$ cat src/rtl/gray_fifo_wr_ctrl.sv
// Write-side controller for a gray-pointer FIFO: round-robin write arbiter,
// binary/gray write pointers, registered full flag. Option: GRAY_FIFO_LEVEL_EN.
module gray_fifo_wr_ctrl #(
    parameter int ADDR_WIDTH = 4,
    parameter int NUM_REQ    = 2
) (
    input  logic                  i_clk,
    input  logic                  i_rst_n,
    input  logic [NUM_REQ-1:0]    i_req,
    input  logic                  i_halt,
    input  logic [ADDR_WIDTH:0]   i_rd_gray_sync,
    output logic [NUM_REQ-1:0]    o_gnt,
    output logic                  o_wr_en,
    output logic [ADDR_WIDTH-1:0] o_wr_addr,
    output logic [ADDR_WIDTH:0]   o_wr_gray,
    output logic                  o_full,
    output logic [ADDR_WIDTH:0]   o_level
);

    localparam int PW = (NUM_REQ > 1) ? $clog2(NUM_REQ) : 1;

    typedef enum logic [1:0] {
        RUN   = 2'd0,
        STALL = 2'd1,
        HALT  = 2'd2
    } state_t;

    state_t                r_state;
    state_t                w_state_next;
    logic [PW-1:0]         r_rr_ptr;
    logic [PW-1:0]         w_win;
    logic [PW-1:0]         w_rr_next;
    logic                  w_found;
    logic                  w_grant;
    logic [NUM_REQ-1:0]    w_gnt_onehot;
    logic [NUM_REQ-1:0]    r_gnt;
    logic                  r_wr_en;
    logic [ADDR_WIDTH-1:0] r_wr_addr;
    logic [ADDR_WIDTH:0]   r_wr_bin;
    logic [ADDR_WIDTH:0]   r_wr_gray;
    logic                  r_full;
    logic [ADDR_WIDTH:0]   w_bin_next;
    logic [ADDR_WIDTH:0]   w_gray_next;
    logic [ADDR_WIDTH:0]   w_full_cmp;

    // State register
    always_ff @(posedge i_clk) begin
        if (!i_rst_n) r_state <= RUN;
        else          r_state <= w_state_next;
    end

    // Next state: halt outranks full; grants only when heading into RUN
    always_comb begin
        w_state_next = r_state;
        unique case (r_state)
            RUN: begin
                if (i_halt)      w_state_next = HALT;
                else if (r_full) w_state_next = STALL;
            end
            STALL: begin
                if (i_halt)       w_state_next = HALT;
                else if (!r_full) w_state_next = RUN;
            end
            HALT: begin
                if (!i_halt) w_state_next = r_full ? STALL : RUN;
            end
            default: w_state_next = RUN;
        endcase
    end

    // Round-robin scan: first asserted request at or after r_rr_ptr
    always_comb begin
        logic [PW:0] v_sum;
        v_sum   = '0;
        w_found = 1'b0;
        w_win   = '0;
        for (int i = 0; i < NUM_REQ; i++) begin
            v_sum = {1'b0, r_rr_ptr} + (PW+1)'(i);
            if (v_sum >= (PW+1)'(NUM_REQ))
                v_sum = v_sum - (PW+1)'(NUM_REQ);
            if (!w_found && i_req[v_sum[PW-1:0]]) begin
                w_found = 1'b1;
                w_win   = v_sum[PW-1:0];
            end
        end
    end

    assign w_grant      = (w_state_next == RUN) && w_found;
    assign w_rr_next    = (w_win == PW'(NUM_REQ - 1)) ? '0 : w_win + 1'b1;
    assign w_gnt_onehot = {{(NUM_REQ-1){1'b0}}, 1'b1} << w_win;

    assign w_bin_next  = r_wr_bin + {{ADDR_WIDTH{1'b0}}, w_grant};
    assign w_gray_next = w_bin_next ^ (w_bin_next >> 1);
    assign w_full_cmp  = {~i_rd_gray_sync[ADDR_WIDTH:ADDR_WIDTH-1],
                          i_rd_gray_sync[ADDR_WIDTH-2:0]};

    // Grant, write strobe, pointers and full flag
    always_ff @(posedge i_clk) begin
        if (!i_rst_n) begin
            r_gnt     <= '0;
            r_wr_en   <= 1'b0;
            r_wr_addr <= '0;
            r_wr_bin  <= '0;
            r_wr_gray <= '0;
            r_full    <= 1'b0;
            r_rr_ptr  <= '0;
        end else begin
            r_gnt     <= w_grant ? w_gnt_onehot : '0;
            r_wr_en   <= w_grant;
            r_wr_bin  <= w_bin_next;
            r_wr_gray <= w_gray_next;
            r_full    <= (w_gray_next == w_full_cmp);
            if (w_grant) begin
                r_wr_addr <= r_wr_bin[ADDR_WIDTH-1:0];
                r_rr_ptr  <= w_rr_next;
            end
        end
    end

    assign o_gnt     = r_gnt;
    assign o_wr_en   = r_wr_en;
    assign o_wr_addr = r_wr_addr;
    assign o_wr_gray = r_wr_gray;
    assign o_full    = r_full;

`ifdef GRAY_FIFO_LEVEL_EN
    logic [ADDR_WIDTH:0] w_rd_bin;
    logic [ADDR_WIDTH:0] r_level;

    // Gray-to-binary decode of the synchronized read pointer
    always_comb begin
        logic v_acc;
        w_rd_bin           = '0;
        v_acc              = i_rd_gray_sync[ADDR_WIDTH];
        w_rd_bin[ADDR_WIDTH] = v_acc;
        for (int i = ADDR_WIDTH - 1; i >= 0; i--) begin
            v_acc       = v_acc ^ i_rd_gray_sync[i];
            w_rd_bin[i] = v_acc;
        end
    end

    // Occupancy seen from the write side, refreshed every cycle
    always_ff @(posedge i_clk) begin
        if (!i_rst_n) r_level <= '0;
        else          r_level <= w_bin_next - w_rd_bin;
    end

    assign o_level = r_level;
`else
    assign o_level = '0;
`endif

endmodule

$ cat config.mk
export PLATFORM = sky130hd
export DESIGN_NAME = gray_fifo_wr_ctrl
export DESIGN_NICKNAME = d
export VERILOG_FILES = /design/src/rtl/gray_fifo_wr_ctrl.sv
export SDC_FILE = /design/constraint.sdc
export NUM_CORES = 1
export LEC_CHECK = 0
export CAP_MARGIN = 10
export CORE_ASPECT_RATIO = 0.6
export CORE_MARGIN = 2
export CORE_UTILIZATION = 40
export DETAILED_ROUTE_END_ITERATION = 6
export PLACE_DENSITY = 0.77
export SETUP_SLACK_MARGIN = 0.1
export SLEW_MARGIN = 20
export SYNTH_ARGS = -nofsm -noshare
export SYNTH_HDL_FRONTEND = slang
export SYNTH_SLANG_ARGS = --single-unit
$ cat constraint.sdc
create_clock -name i_clk -period 2.2 [get_ports i_clk]
set_input_delay 0.44 -clock i_clk [delete_from_list [all_inputs] [get_ports i_clk]]
set_output_delay 0.44 -clock i_clk [all_outputs]
set_load 0.1 [all_outputs]
Word-level counts from Yosys, hierarchy flattened. Cells that the tools add are included.

Flip-flop bits (word level): 21. Input port bits: 10.

Order comparisons: 4. Equal/unequal tests: 3. Muxes and demuxes: 18. Add/sub/neg operators: 5. Reductions and logical operators: 6. Shift operators: 1. Bitwise gates (word level): 2.

Operators with widths (count): 1-bit two-way mux (12); 2-bit two-way mux (5); 2-bit case mux with 3 select lines (1); 5-bit by 1-bit adder with 5-bit output (1); 5-bit == test (1); 5-bit by 4-bit bitwise XOR with 5-bit output (1); 2-bit zero test (2); 1-bit by 2-bit less-than comparator with 1-bit output, second input constant (2); 1-bit by 1-bit adder with 2-bit output, second input constant (1); 2-bit by 1-bit == test with 1-bit output, second input constant (1); 2-bit == test, second input constant (1); 1-bit by 2-bit greater-or-equal comparator with 1-bit output, second input constant (1); 2-bit greater-or-equal comparator, second input constant (1); 1-bit logical AND (2); 2-bit NOT (1); 2-bit AND reduction (1); 1-bit by 1-bit << shifter with 2-bit output, first input constant (1); 1-bit subtractor, second input constant (2); 1-bit adder, second input constant (1); 1-bit zero test (1).

Longest topological paths before layout. Gate-level depths: netlist of the first run.

Depth in word-level cells: 12. Depth in mapped cells: 8.

Worst setup path before layout of the first run. No wires, ideal clock.

Path kind: register to register. From: register r_full, in the netlist o_full. To: register r_full, in the netlist o_full. Arrival: 2439 ps. Data required time: 2080 ps. Setup slack: -360 ps. Setup time: 120 ps. Stages on the path, launching flop included: 9. Buffers on the path: 0. Cells stage by stage: dfxtp_1 > or2_1 > a21oi_4 > ha_1 > ha_1 > and3_2 > mux2_2 > mux2i_1 > a211oi_2.

Longest elaborated chain between the ends: 8. Elaborated cells on any way between the ends: 12. Classes of those cells: 1 x add/sub; 1 x eq/ne; 7 x mux; 1 x bitwise; 2 x reduce/logical.

Ends and longest elaborated chain: from (decl) (RTL line 41) `logic r_full;`; from (signal assigned) (RTL line 112) `r_full <= (w_gray_next == w_full_cmp);`; 1-bit two-way mux, or another cell as far along (RTL line 65) `if (!i_halt) w_state_next = r_full ? STALL : RUN;`; 2-bit two-way mux, on equally long branches (RTL line 65, 57, 61); 2-bit case mux with 3 select lines * (RTL line 55) `unique case (r_state)`; 2-bit zero test * (RTL line 88) `assign w_grant = (w_state_next == RUN) && w_found;`; 1-bit logical AND * (RTL line 88); via w_grant (RTL line 34) `logic w_grant;`; 5-bit by 1-bit adder with 5-bit output * (RTL line 92) `assign w_bin_next = r_wr_bin + {{ADDR_WIDTH{1'b0}}, w_grant};`; 5-bit by 4-bit bitwise XOR with 5-bit output * (RTL line 93) `assign w_gray_next = w_bin_next ^ (w_bin_next >> 1);`; 5-bit == test * (RTL line 112).

Mark *: on every way through the listed nets, which the timed path passes. The rest lies on a longest branch. A chain may end at the register's enable or synchronous reset.

Final worst setup path of the first run.
From: input port i_halt. To: register r_full, in the netlist o_full.

Longest elaborated chain between the ends: 7. Elaborated cells on any way between the ends: 9. Classes of those cells: 1 x add/sub; 1 x eq/ne; 4 x mux; 1 x bitwise; 2 x reduce/logical.

Ends and longest elaborated chain: from (decl) (RTL line 10) `input logic i_halt,`; 2-bit two-way mux, on equally long branches (RTL line 65, 57, 61); 2-bit case mux with 3 select lines * (RTL line 55); 2-bit zero test * (RTL line 88); 1-bit logical AND * (RTL line 88); via w_grant (RTL line 34); 5-bit by 1-bit adder with 5-bit output * (RTL line 92); via w_bin_next[1] (RTL line 42) `logic [ADDR_WIDTH:0] w_bin_next;`; 5-bit by 4-bit bitwise XOR with 5-bit output * (RTL line 93); 5-bit == test * (RTL line 112).

Marks and branches as above.

==> results of run 1 <==
## path summary, 6_finish.rpt
check | end | slack [ns] | depth (start not counted)
setup / recovery | o_full | 0.19 | 8
hold / removal | r_rr_ptr | 0.52 | 2
setup reg to reg | o_full | 0.23 | 7
hold reg to reg | r_rr_ptr | 0.52 | 2
## sequential cells by signal, summed over array words and instances, names as in the netlist
name / count
o_wr_gray: 4
r_rr_ptr: 1
r_state: 2
o_gnt: 2
o_wr_addr: 4
o_full: 1
o_wr_en: 1
r_wr_bin: 5
## cell usage after synthesis (all sizes together)
master	instances	area share, %
inv	2	0.83
conb	1	0.41
xor2	3	2.9
o21ai	1	0.55
clkbuf	1	0.41
nor2	3	1.2
and4b	1	1.1
xnor2	8	7.7
mux2i	7	7.7
a211oi	1	1.4
a21oi	1	1.8
nand2b	1	0.69
nor2b	10	6.9
or2	1	0.69
xor3	1	3.0
and3	3	2.2
nand2	4	1.7
mux2	1	1.2
nand3	2	1.7
dfxtp	20	44
buf	6	5.0
ha	2	2.8
and2	5	3.4
or3	1	0.69
## power groups by stage
stage | logic [mW] | clock network, mW | registers (mW)
floorplan | 0.111 | 0 | 0.463
global placement | 0.224 | 0 | 0.394
finish | 0.232 | 0.352 | 0.386
detailed placement | 0.227 | 0 | 0.394
global route | 0.246 | 0.384 | 0.387
CTS | 0.234 | 0.364 | 0.386
## final cells by class
class                           count  share of cell area (%)
Multi-Input combinational cell     61                    39.7
Sequential cell                    20                    31.5
Timing Repair Buffer               31                    19.7
Clock buffer                        3                    3.22
Tap cell                           30                    2.93
Clock inverter                      1                    2.34
Inverter                            2                   0.585
## tightest hold or removal path, delay by kind of cell (launching register included)
family	cells	cell delay (ns)
flops	1	0.32
simple gates	1	0.09
mux	1	0.06
## through the flow
step                      total power, mW  hold WS (ns)  cells  TNS (ns)
after floorplan                     0.574         0.477     90         0
after global placement              0.618         0.495    142    -0.588
after detailed placement            0.621         0.504    142    -0.753
after CTS                           0.985         0.524    148         0
after global routing                 1.02         0.540    148         0
final                               0.970         0.515    148         0
## routing by layer
metal / wire, µm / part of all wire (%) / GRT usage, % / vias to the layer above
li1: - / - / - / 330
met5: 0 / 0 / 0 / -
met1: 760 / 48 / 15.2 / 268
met4: 16 / 1.0 / 3.13 / 0
met2: 677 / 43 / 22.2 / 22
met3: 132 / 8.3 / 6.59 / 2
## logic make-up (layout without fill, tap and decap cells)
group | count (synthesis) | in the layout | synth area share (%)
AOI/OAI and AO/OA | 3 | 3 | 3.72
and+or+nand+nor | 31 | 31 | 20.2
adders and majority gates | 2 | 2 | 2.75
xor gates and xnor gates | 12 | 12 | 13.6
DFF | 20 | 20 | 44.1
buffers and inverters | 9 | 37 | 6.20
other | 1 | 5 | 0.413
muxes | 8 | 8 | 8.95
## repair_timing
| action | CTS | global route |
|---|---|---|
| endpoints found under the hold margin | 0 | 0 |
| cloned | 0 | 0 |
| pin swaps | 7 | 2 |
| setup buffers | 2 | 0 |
| resized for setup | 6 | 0 |
| endpoints found under the setup margin | 2 | 2 |
==> impl_results.md, run 1 <==
* P_leak at 0.557 nW
* Clock H-tree levels at 1
* Register area at 404 µm²
* Worst Tran Pin Value at approximately 0.50 ns
* Crit end category: register
* Hold Fails Final Rpt at 0
* Pwr/cell area at about 760 nW/µm²
* Share of cells above drive strength 1 at 31.4%
* Clk Tree Root Cell: clkbuf_8
* Switch share at 28.1%
* Max Cap Viol at 0
* Worst-path cell chain: clkdlybuf4s15_1, or2_1, a21oi_4, ha_4, ha_4, xnor2_2, or3_1, a211oi_2
* Fin worst setup slack at 0.190 ns
* ANT cells at 0
* CP required at 2.36 ns
* Flops & latches, synth at 20
* Area added between synthesis and finish at 41.2%
* Final core occ at approximately three fifths
* Period utilisation layout at 91.4%
* Crit Path Category: primary input to register
* Pin count of the biggest net entering global routing at 20
* IO buf count at 22
* Max Fclk at 497 MHz
* Slowest library cell on the worst path: or3_1
* Ys Warns at 0
* Initial Util at 42.0%
* Die X at 65.5 µm
* Top delay family on crit path: simple AND/OR/NAND/NOR gates
* Drt first pass iters at 2
* Most common cell after layout, fill and taps aside: buf_4
* Crit path buffers/inverters at 1
* Routed len/inst at ~11 µm
* Overflow after GRT at 0
* Layout fillers at 189
* Part of the power in registers at 39.8%
* # hold bufs at CTS at 0
* Residual DRC at 0
* CTS tree: built
* RSZ-0062 raised after global routing: false
* Sinks on Clock Net at 20
* Number of global-route vias before repair at approximately 540
* Cell Area, Placed at 1190 µm²
* Setup crit start kind: primary input
* Crit-path max FO at 4
* Clock power frac at 36.2%
* Reg clk slew, reported paths at roughly 0.07 ns
* First-pass GRT wire length at between 2000 and 2500 µm
* Crit path time final at 2.01 ns
* # rows at 13
* Syn_area_per_cell at 10.6 µm²
* Post-DRT Antenna Nets at 0
* GRT Total Usage at 13.1%
* P_int at between 0.6 and 0.7 mW
* Drt total wl at 1590 µm
* Initial antenna violation count at 0
* Via-per-instance ratio at 4.20
* Rel. slew slack at 66.8%
* Register area share after synthesis at 44.1%
* Most frequent CP cell: ha_4
* Drt initial violations at 18
* Mapped Area at between 900 and 1000 µm²
* Worst clock skew at 0.00213 ns
* Chip height at 40.9 µm
* Worst path max stage delay at 0.39 ns
* Commonest non-fill, non-tap cells in the layout: 22 x buf_4, 19 x dfxtp_1, 10 x nor2b_1, 7 x mux2i_1, 7 x xnor2_1
* GP Congestion at between 0.7 and 0.8
* Hold Startpoint: r_rr_ptr
* Sw Pwr at 0.273 mW
* Clk_lat worst skew at 0.25 ns
* Core area at 2160 µm²
* Synthesized instance count at 86
* Synth cell types at 26
* Boundary Pins at 28
* Status: completed
* Final Max Slew Viols at 0
* Post-place setup slack at -0.262 ns
* Crit. Startpoint: i_halt
* Launching point of the worst reg2reg path: o_full
* Area of the multi-input gates at around 510 µm²
* Peak supply drop at a little under 0.0007 V
* Setup violators final at 0
* Dpl hpwl at 1230 µm
* Combinational Power Share at 24.0%
* TritonCTS buffer count at 3
* Path type of the worst min-delay path: register to register
* Max Root-Sink Buffers at 2
* Die area at 2680 µm²
* Fin nets at roughly 130
* Fin area at 1280 µm²
* Worst Path Arrival at 2.17 ns
* Vias at ~620
Note: power is estimated with default switching activity, not from simulation.
==> inputs of run 2 (changes only) <==
- CORE_MARGIN: 2 -> not set
- CTS_CLUSTER_SIZE: not set -> 40
==> run 2 against run 1 <==
- worst setup slack improved by 0.0046 ns
- cell count down 3.4%
- critical path depth up 1
- combinational power about the same
- core utilization grew 4.3 points
- non-clock buffer count is 3 lower
- clock power shrank 23%
- clock skew decreased by 0.00074 ns
- worst hold slack gained 0.0092 ns
- sequential share of layout area increased by 0.56 points
==> impl_results.md, run 2 (synthesized netlist as in run 1, its figures left out) <==
* Largest register by flop count: r_wr_bin
* Clock power frac at 30.4% (-5.8 points)
* Switch share at 31.1% (+3.0 points)
* Dpl hpwl at 1280 µm (+3.8%)
* Vias at 626 (+0.64%)
* Setup violators final at 0 (unchanged)
* Max reg flops at 5 (unchanged)
* Number of global-route vias before repair at 559 (+2.9%)
* Clock H-tree levels at 1 (unchanged)
* Residual DRC at 0 (unchanged)
* Overflow after GRT at 0 (unchanged)
* # hold bufs at CTS at 0 (unchanged)
* Initial antenna violation count at 0 (unchanged)
* Boundary Pins at 28 (unchanged)
* Overall Power at 0.889 mW (-8.4%)
* Routed len/inst at 11.7 µm (+8.8%)
* Area added between synthesis and finish at 38.7%
* Fin nets at 128 (-2.3%)
* Drt total wl at 1670 µm (+5.1%)
* Clk Tree Root Cell: clkbuf_8
* # rows at 12 (-1)
* ANT cells at 0 (unchanged)
* Slowest library cell on the worst path: mux2_4
* Register area at 404 µm² (unchanged)
* GRT Total Usage at 15.6% (+2.5 points)
* P_leak at 0.545 nW (-2.1%)
* Part of the power in registers at 43.4% (+3.6 points)
* RSZ-0062 raised after global routing: false
* Sinks on Clock Net at 20 (unchanged)
* Initial Util at 45.8% (+3.8 points)
* P_int at 0.612 mW (-12%)
* Reg clk slew, reported paths at 0.07 ns (about the same)
* Crit Path Category: primary input to register
* Core area at 1980 µm² (-8.4%)
* Crit end category: register
* Combinational Power Share at 26.2% (+2.2 points)
* Clk_lat worst skew at 0.25 ns (about the same)
* Hold Fails Final Rpt at 0 (unchanged)
* IO buf count at 22 (unchanged)
* Final Hold Slack at 0.524 ns (+0.00921 ns)
* Max Root-Sink Buffers at 2 (unchanged)
* Worst clock skew at 0.00138 ns (-0.000743 ns)
* CTS tree: built
* Worst Tran Pin Value at 0.520 ns (+0.0231 ns)
* Reg2Reg Setup Slack at 0.23 ns (about the same)
* Worst path max stage delay at 0.31 ns (-0.08 ns)
* Post-DRT Antenna Nets at 0 (unchanged)
* Commonest non-fill, non-tap cells in the layout: 19 x dfxtp_1, 19 x buf_4, 10 x nor2b_1, 7 x xnor2_1
* Crit path time final at 2.01 ns (-0.00463 ns)
* Crit-path max FO at 3 (-1)
* Most frequent CP cell: ha_4
* Sw Pwr at 0.277 mW (+1.3%)
* Layout fillers at 172 (-9.0%)
* Max Fclk at 499 MHz (+0.23%)
* Drt initial violations at 13 (-5)
* Area of the multi-input gates at 520 µm² (+2.2%)
* Worst-path cell chain: clkdlybuf4s15_1, or2_1, a21oi_4, ha_4, ha_4, and3_4, mux2_4, mux2i_2, a211oi_2
* Die area at 2470 µm² (-7.8%)
* Drt first pass iters at 4 (+2)
* Path type of the worst min-delay path: register to register
* Pin count of the biggest net entering global routing at 20 (unchanged)
* Die X at 63.5 µm (-3.1%)
* Chip height at 38.9 µm (-4.9%)
* Rel. slew slack at 65.2% (-1.5 points)
* Final Max Slew Viols at 0 (unchanged)
* Worst Path Arrival at 2.15 ns (-0.02 ns)
* Setup crit start kind: primary input
* Share of cells above drive strength 1 at 31.3% (-0.052 points)
* Via-per-instance ratio at 4.38 (+4.2%)
* First-pass GRT wire length at 2730 µm (+13%)
* CP required at 2.34 ns (-0.02 ns)
* Max Cap Viol at 0 (unchanged)
* GP Congestion at 0.844 (+8.2%)
* Peak supply drop at 0.000500 V (-28%)
* Period utilisation layout at 91.2% (-0.21 points)
* Pwr/cell area at 705 nW/µm² (-6.8%)
* Post-CTS setup buffers at 0 (-2)
* TritonCTS buffer count at 3 (unchanged)
* Status: completed
[run 2: changes by cell type in the layout (fill, tap and decap cells not counted), sizes merged]
cell and delta:
buf -3, dlymetal6s2s +2, clkbuf +1, bufinv -1, dlygate4sd2 -2
[run 2: layout make-up]
type | count | share of cell area [%]
Multi-Input combinational cell | 61 | 41.3
Sequential cell | 20 | 32.1
Timing Repair Buffer | 28 | 18.9
Clock buffer | 4 | 4.37
Tap cell | 28 | 2.78
Inverter | 2 | 0.596
[run 2: final timing paths]
check | start | to | cells past startpoint
setup / recovery | i_halt | o_full | 9
hold / removal | o_wr_addr[1] | o_wr_addr[1] | 2
setup reg to reg | o_full | o_full | 8
hold reg to reg | o_wr_addr[1] | o_wr_addr[1] | 2
[run 2: routing by layer]
| layer | part of all wire (%) | vias up | GRT usage, % |
|---|---|---|---|
| met3 | 7.0 | 2 | 6.76 |
| met5 | 0 | - | 0 |
| met2 | 45 | 21 | 25.3 |
| met1 | 48 | 278 | 19.4 |
| met4 | 0.54 | 0 | 3.41 |
| li1 | - | 325 | - |
[run 2: timing repair]
action | in CTS | in global routing
resized for setup | 2 | 6
pin swaps | 3 | 5
setup endpoints to repair | 4 | 2
hold endpoints to repair | 0 | 0
[run 2: power groups by stage]
| stage | clock [mW] | sequential (mW) | combinational (mW) |
|---|---|---|---|
| final | 0.270 | 0.386 | 0.233 |
| after global routing | 0.297 | 0.388 | 0.246 |
| after CTS | 0.278 | 0.386 | 0.234 |
| after detailed placement | 0 | 0.394 | 0.229 |
| after global placement | 0 | 0.394 | 0.226 |
| after floorplan | 0 | 0.463 | 0.111 |
[run 2: through the flow]
stage / instance area [µm²] / util [%] / TNS, ns / cells / worst slack [ns]
2_1_floorplan: 960 / - / 0 / 90 / 0.0704
3_3_place_gp: 1180 / 59.5 / -0.549 / 139 / -0.196
3_5_place_dp: 1180 / 59.5 / -1.11 / 139 / -0.294
4_1_cts: 1240 / 62.6 / 0 / 143 / 0.109
5_1_grt: 1260 / 63.6 / 0 / 143 / 0.133
6_report: 1260 / 63.6 / 0 / 143 / 0.194
[run 2: worst max-delay path, delay by kind of cell]
family | cells | cell delay (ns)
AO/OA/AOI/OAI | 2 | 0.25
adder cells (fa/ha/maj) | 2 | 0.33
buffers and inverters | 1 | 0.19
multiplexers | 2 | 0.47
AND/OR/NAND/NOR | 2 | 0.47
==> inputs of run 3 (changes only) <==
- ABC_CLOCK_PERIOD_IN_PS: not set -> 2200
==> results of run 3 <==
The final DEF is identical to that of run 2; final timing and power are the same.
==> RTL change 1: new RTL, settings of run 1 <==
Encoding of `state_t`: now one-hot (3 bits for 3 states).
--- a/src/rtl/gray_fifo_wr_ctrl.sv
+++ b/src/rtl/gray_fifo_wr_ctrl.sv
@@ -20,8 +20,8 @@
     localparam int PW = (NUM_REQ > 1) ? $clog2(NUM_REQ) : 1;
 
-    typedef enum logic [1:0] {
-        RUN   = 2'd0,
-        STALL = 2'd1,
-        HALT  = 2'd2
+    typedef enum logic [2:0] {
+        RUN   = 3'b001,
+        STALL = 3'b010,
+        HALT  = 3'b100
     } state_t;
 
Check against the original RTL: same outputs for any inputs over 10 cycles, from zero or initial values and one cycle with i_rst_n low; not proved beyond that.
==> RTL change 1 against run 1 <==
The run now ends with negative setup slack left. Routed wire length is 34% higher. Sequential cell count is 1 higher. Worst hold slack worse by 0.048 ns. Power up 6.7%. Final area increased by 10%. Global-route usage grew 3.6 points. Sequential share of layout area fell by 1.4 points. Largest power group unchanged. Worst setup slack worse by 0.23 ns. Synthesized area is 3.3% higher.
==> RTL change 1: results <==
export IMPL_synth_cell_types=25
export IMPL_routedWlPerCell_um=12.3
export IMPL_dp_hpwl_um=1510
export IMPL_critical_path_top_delay_family="compound AO/OA/AOI/OAI gates"
export IMPL_preCtsSetupSlack_ns=-0.592
export IMPL_synth_fa_ha_area_share_pct=2.67
export IMPL_min_from="o_full$_SDFF_PN0_"
export IMPL_via_count=802
export IMPL_grt_pass1_wl_um=3450
export IMPL_first_iter_violations=34
export IMPL_layout_drive_gt1_share_pct=39.2
export IMPL_netlist_top_cells_area="dfxtp_1, buf_4, xnor3_1, xor2_1, and2_1"
export IMPL_drtPass1Iterations=4
export IMPL_violations="negative setup slack"
export IMPL_grt_usage_pct=16.7
export IMPL_cpPeakStageDelay_ns=0.36
export IMPL_fill_cells=181
export IMPL_avgViaCountPerCell=4.64
export IMPL_fin_ws_ns=-0.0433
export IMPL_synth_xor_area_share_pct=14.0
export IMPL_final_setup_tns_ns=-0.0433
export IMPL_cp_slowest_cell="a2111oi_4"
export IMPL_startpoint="r_state[0]$_SDFF_PN1_"
export IMPL_status="finished, violations left"
export IMPL_clk_latency_ns=0.27
export IMPL_grt_max_degree=13
export IMPL_setup_violations=1
export IMPL_grt_pass1_vias=750
export IMPL_muxShareOfSynthArea_pct=1.07
export IMPL_place_inst=163
export IMPL_ff2ff_path_depth=10
RTL change 1: cell types whose count changed in the layout (fill, tap and decap cells not counted), sizes merged, moves of 4 or more:
cell / before / now
nor2b: 10 / 0
xnor2: 8 / 3
o21ai: 1 / 7
nor2: 3 / 10
mux2i: 7 / 1
nand2: 4 / 8
buf: 22 / 33
a21oi: 1 / 5
RTL change 1: per-layer routing:
layer	wire length (um)	global-route usage, %
met4	26	3.67
met3	141	6.50
met2	916	23.6
met1	1040	24.1
met5	0	0
RTL change 1: per-stage QoR:
step	hold WS (ns)	area [um^2]
after floorplan	0.456	1000
after global placement	0.460	1280
after detailed placement	0.466	1280
after CTS	0.470	1400
after global routing	0.481	1420
final	0.467	1420
RTL change 1: kinds of logic after synthesis:
group	after synthesis
buf+inv	11
xor+xnor	11
flops	21
other cells	1
simple gates	38
fa+ha+maj	2
compound gates	16
mux	1
RTL change 1: how the worst min path moves through the flow:
stage | to | slack [ns]
2_1_floorplan | r_rr_ptr$_SDFFE_PN0N_ | 0.46
3_3_place_gp | r_state[1]$_SDFF_PN0_ | 0.46
3_5_place_dp | r_state[1]$_SDFF_PN0_ | 0.47
4_1_cts | r_state[1]$_SDFF_PN0_ | 0.47
5_1_grt | r_state[1]$_SDFF_PN0_ | 0.48
6_report | r_state[1]$_SDFF_PN0_ | 0.47
RTL change 1: where the power goes:
| part | total (mW) | switching [mW] | internal (mW) |
|---|---|---|---|
| combinational | 0.353 | 0.241 | 0.112 |
| sequential | 0.423 | 0.0174 | 0.406 |
| clock | 0.259 | 0.132 | 0.127 |
RTL change 1: final cells by class:
type / count / area [um^2] / area share [%]
tap: 30 / 37.5 / 2.65
timing repair buffer: 42 / 335 / 23.7
clock buffer: 3 / 41.3 / 2.92
multi-input combinational: 73 / 559 / 39.5
inverter: 3 / 11.3 / 0.795
sequential: 21 / 427 / 30.1
clock inverter: 1 / 5.00 / 0.353
RTL change 1: timing repair:
action,CTS,global route
pin swaps,9,2
resized for setup,12,2
setup buffers,5,1
setup endpoints to repair,5,3
RTL change 1: worst reg2reg max path: cells and delay by family (launching register included):
family          cells  cell delay, ns
compound gates      2            0.60
xor+xnor            2            0.36
fa+ha+maj           2            0.27
buf+inv             1            0.14
flops               1            0.34
simple gates        3            0.42
==> RTL change 2: new RTL, flow settings as in run 1 <==
Without the edit above. Set the parameter `NUM_REQ` to 1 (it was 2).
--- a/src/rtl/gray_fifo_wr_ctrl.sv
+++ b/src/rtl/gray_fifo_wr_ctrl.sv
@@ -3,5 +3,5 @@
 module gray_fifo_wr_ctrl #(
     parameter int ADDR_WIDTH = 4,
-    parameter int NUM_REQ    = 2
+    parameter int NUM_REQ    = 1
 ) (
     input  logic                  i_clk,
Ports: changed (resized i_req and o_gnt); port bits go from 28 to 26. The function was not compared with the original's and may differ.
==> RTL change 2 against run 1 <==
Combinational power fell by 33%. First-iteration DRC count decreased by 39%. Cell count shrank 10%. Routed wire length down 12%. Worst hold slack lost 0.0071 ns. Largest cell class unchanged. Worst setup slack got worse by 0.012 ns. Power down 28%. Final area shrank 14%. Largest power group unchanged. Sequential cell count shrank 2. Via count down 5.1%. Synthesized area shrank 11%.
==> RTL change 2: results <==
export IMPL_grt_max_degree=16
export IMPL_synth_xor_area_share_pct=14.3
export IMPL_netlist_top_cells_area="dfxtp_1, xnor2_1, mux2i_1, nor2_1, buf_4"
export IMPL_r2r_start="r_state[1]$_SDFF_PN0_"
export IMPL_grt_pass1_wl_um=2410
export IMPL_layout_drive_gt1_share_pct=33.3
export IMPL_cpPeakStageDelay_ns=0.50
export IMPL_route_met2_wl_um=625
export IMPL_layoutNonFillerInstCount=133
export IMPL_synth_compound_area_share_pct=3.57
export IMPL_ff2ff_path_depth=8
export IMPL_p_sw_share_pct=31.0
export IMPL_wl_met3_um=116
export IMPL_status="finished, final reports clean"
export IMPL_routedWlPerCell_um=10.5
export IMPL_gp_congestion=0.689
export IMPL_cts_root_buf="clkbuf_4"
export IMPL_min_to="o_wr_addr[2]$_SDFFE_PN0N_"
export IMPL_grt_pass1_vias=553
export IMPL_seq_cell_power_mw=0.339
export IMPL_grt_usage_pct=14.7
export IMPL_leakagePower_nw=0.486
export IMPL_port_buffers=20
export IMPL_preCtsSetupSlack_ns=-0.339
export IMPL_max_vdd_ir_drop_uv=365
export IMPL_met2_usage_pct=24.0
export IMPL_synth_common_cells="dfxtp_1, nor2_1, xnor2_1"
[RTL change 2: cell count changes after synthesis, sizes merged, moves of 2 or more]
cell / change
nor2: +10
nand2: -2
nor2b: -9
and3: -2
dfxtp: -2
[RTL change 2: per-stage QoR]
step | hold WS, ns | setup TNS, ns | util, %
after floorplan | 0.517 | 0 | -
after global placement | 0.474 | -0.558 | 56.8
after detailed placement | 0.494 | -0.685 | 56.8
after CTS | 0.518 | 0 | 58.7
after global routing | 0.551 | 0 | 58.8
final | 0.508 | 0 | 58.8
[RTL change 2: what timing repair did]
item | in CTS | in global routing
gates resized for setup | 1 | 2
hold endpoints to repair | 0 | 0
endpoints found under the setup margin | 1 | 1
cloned | 0 | 0
hold buffers | 0 | 0
[RTL change 2: worst max-delay path: cells and delay by family]
family,cells,cell delay (ns)
fa+ha+maj,2,0.35
buf+inv,2,0.56
compound gates,2,0.36
xor+xnor,1,0.14
simple gates,1,0.37
[RTL change 2: worst max-delay path by stage]
stage	start	end	slack (ns)	depth (start not counted)
4_1_cts	r_state[1]$_SDFF_PN0_	o_full$_SDFF_PN0_	0.16	8
3_3_place_gp	i_halt	o_full$_SDFF_PN0_	-0.28	9
3_5_place_dp	i_halt	o_full$_SDFF_PN0_	-0.34	9
2_1_floorplan	o_full$_SDFF_PN0_	o_full$_SDFF_PN0_	0.04	8
6_report	i_req	o_full$_SDFF_PN0_	0.18	8
5_1_grt	i_req	o_full$_SDFF_PN0_	0.12	9
[RTL change 2: cell type report]
| type | count | area [um^2] |
|---|---|---|
| fill | 168 | 773 |
| clock buffer | 4 | 36.3 |
| sequential | 18 | 364 |
| multi-input combinational | 56 | 454 |
| inverter | 2 | 7.51 |
| tap | 28 | 35.0 |
| timing repair buffer | 25 | 206 |
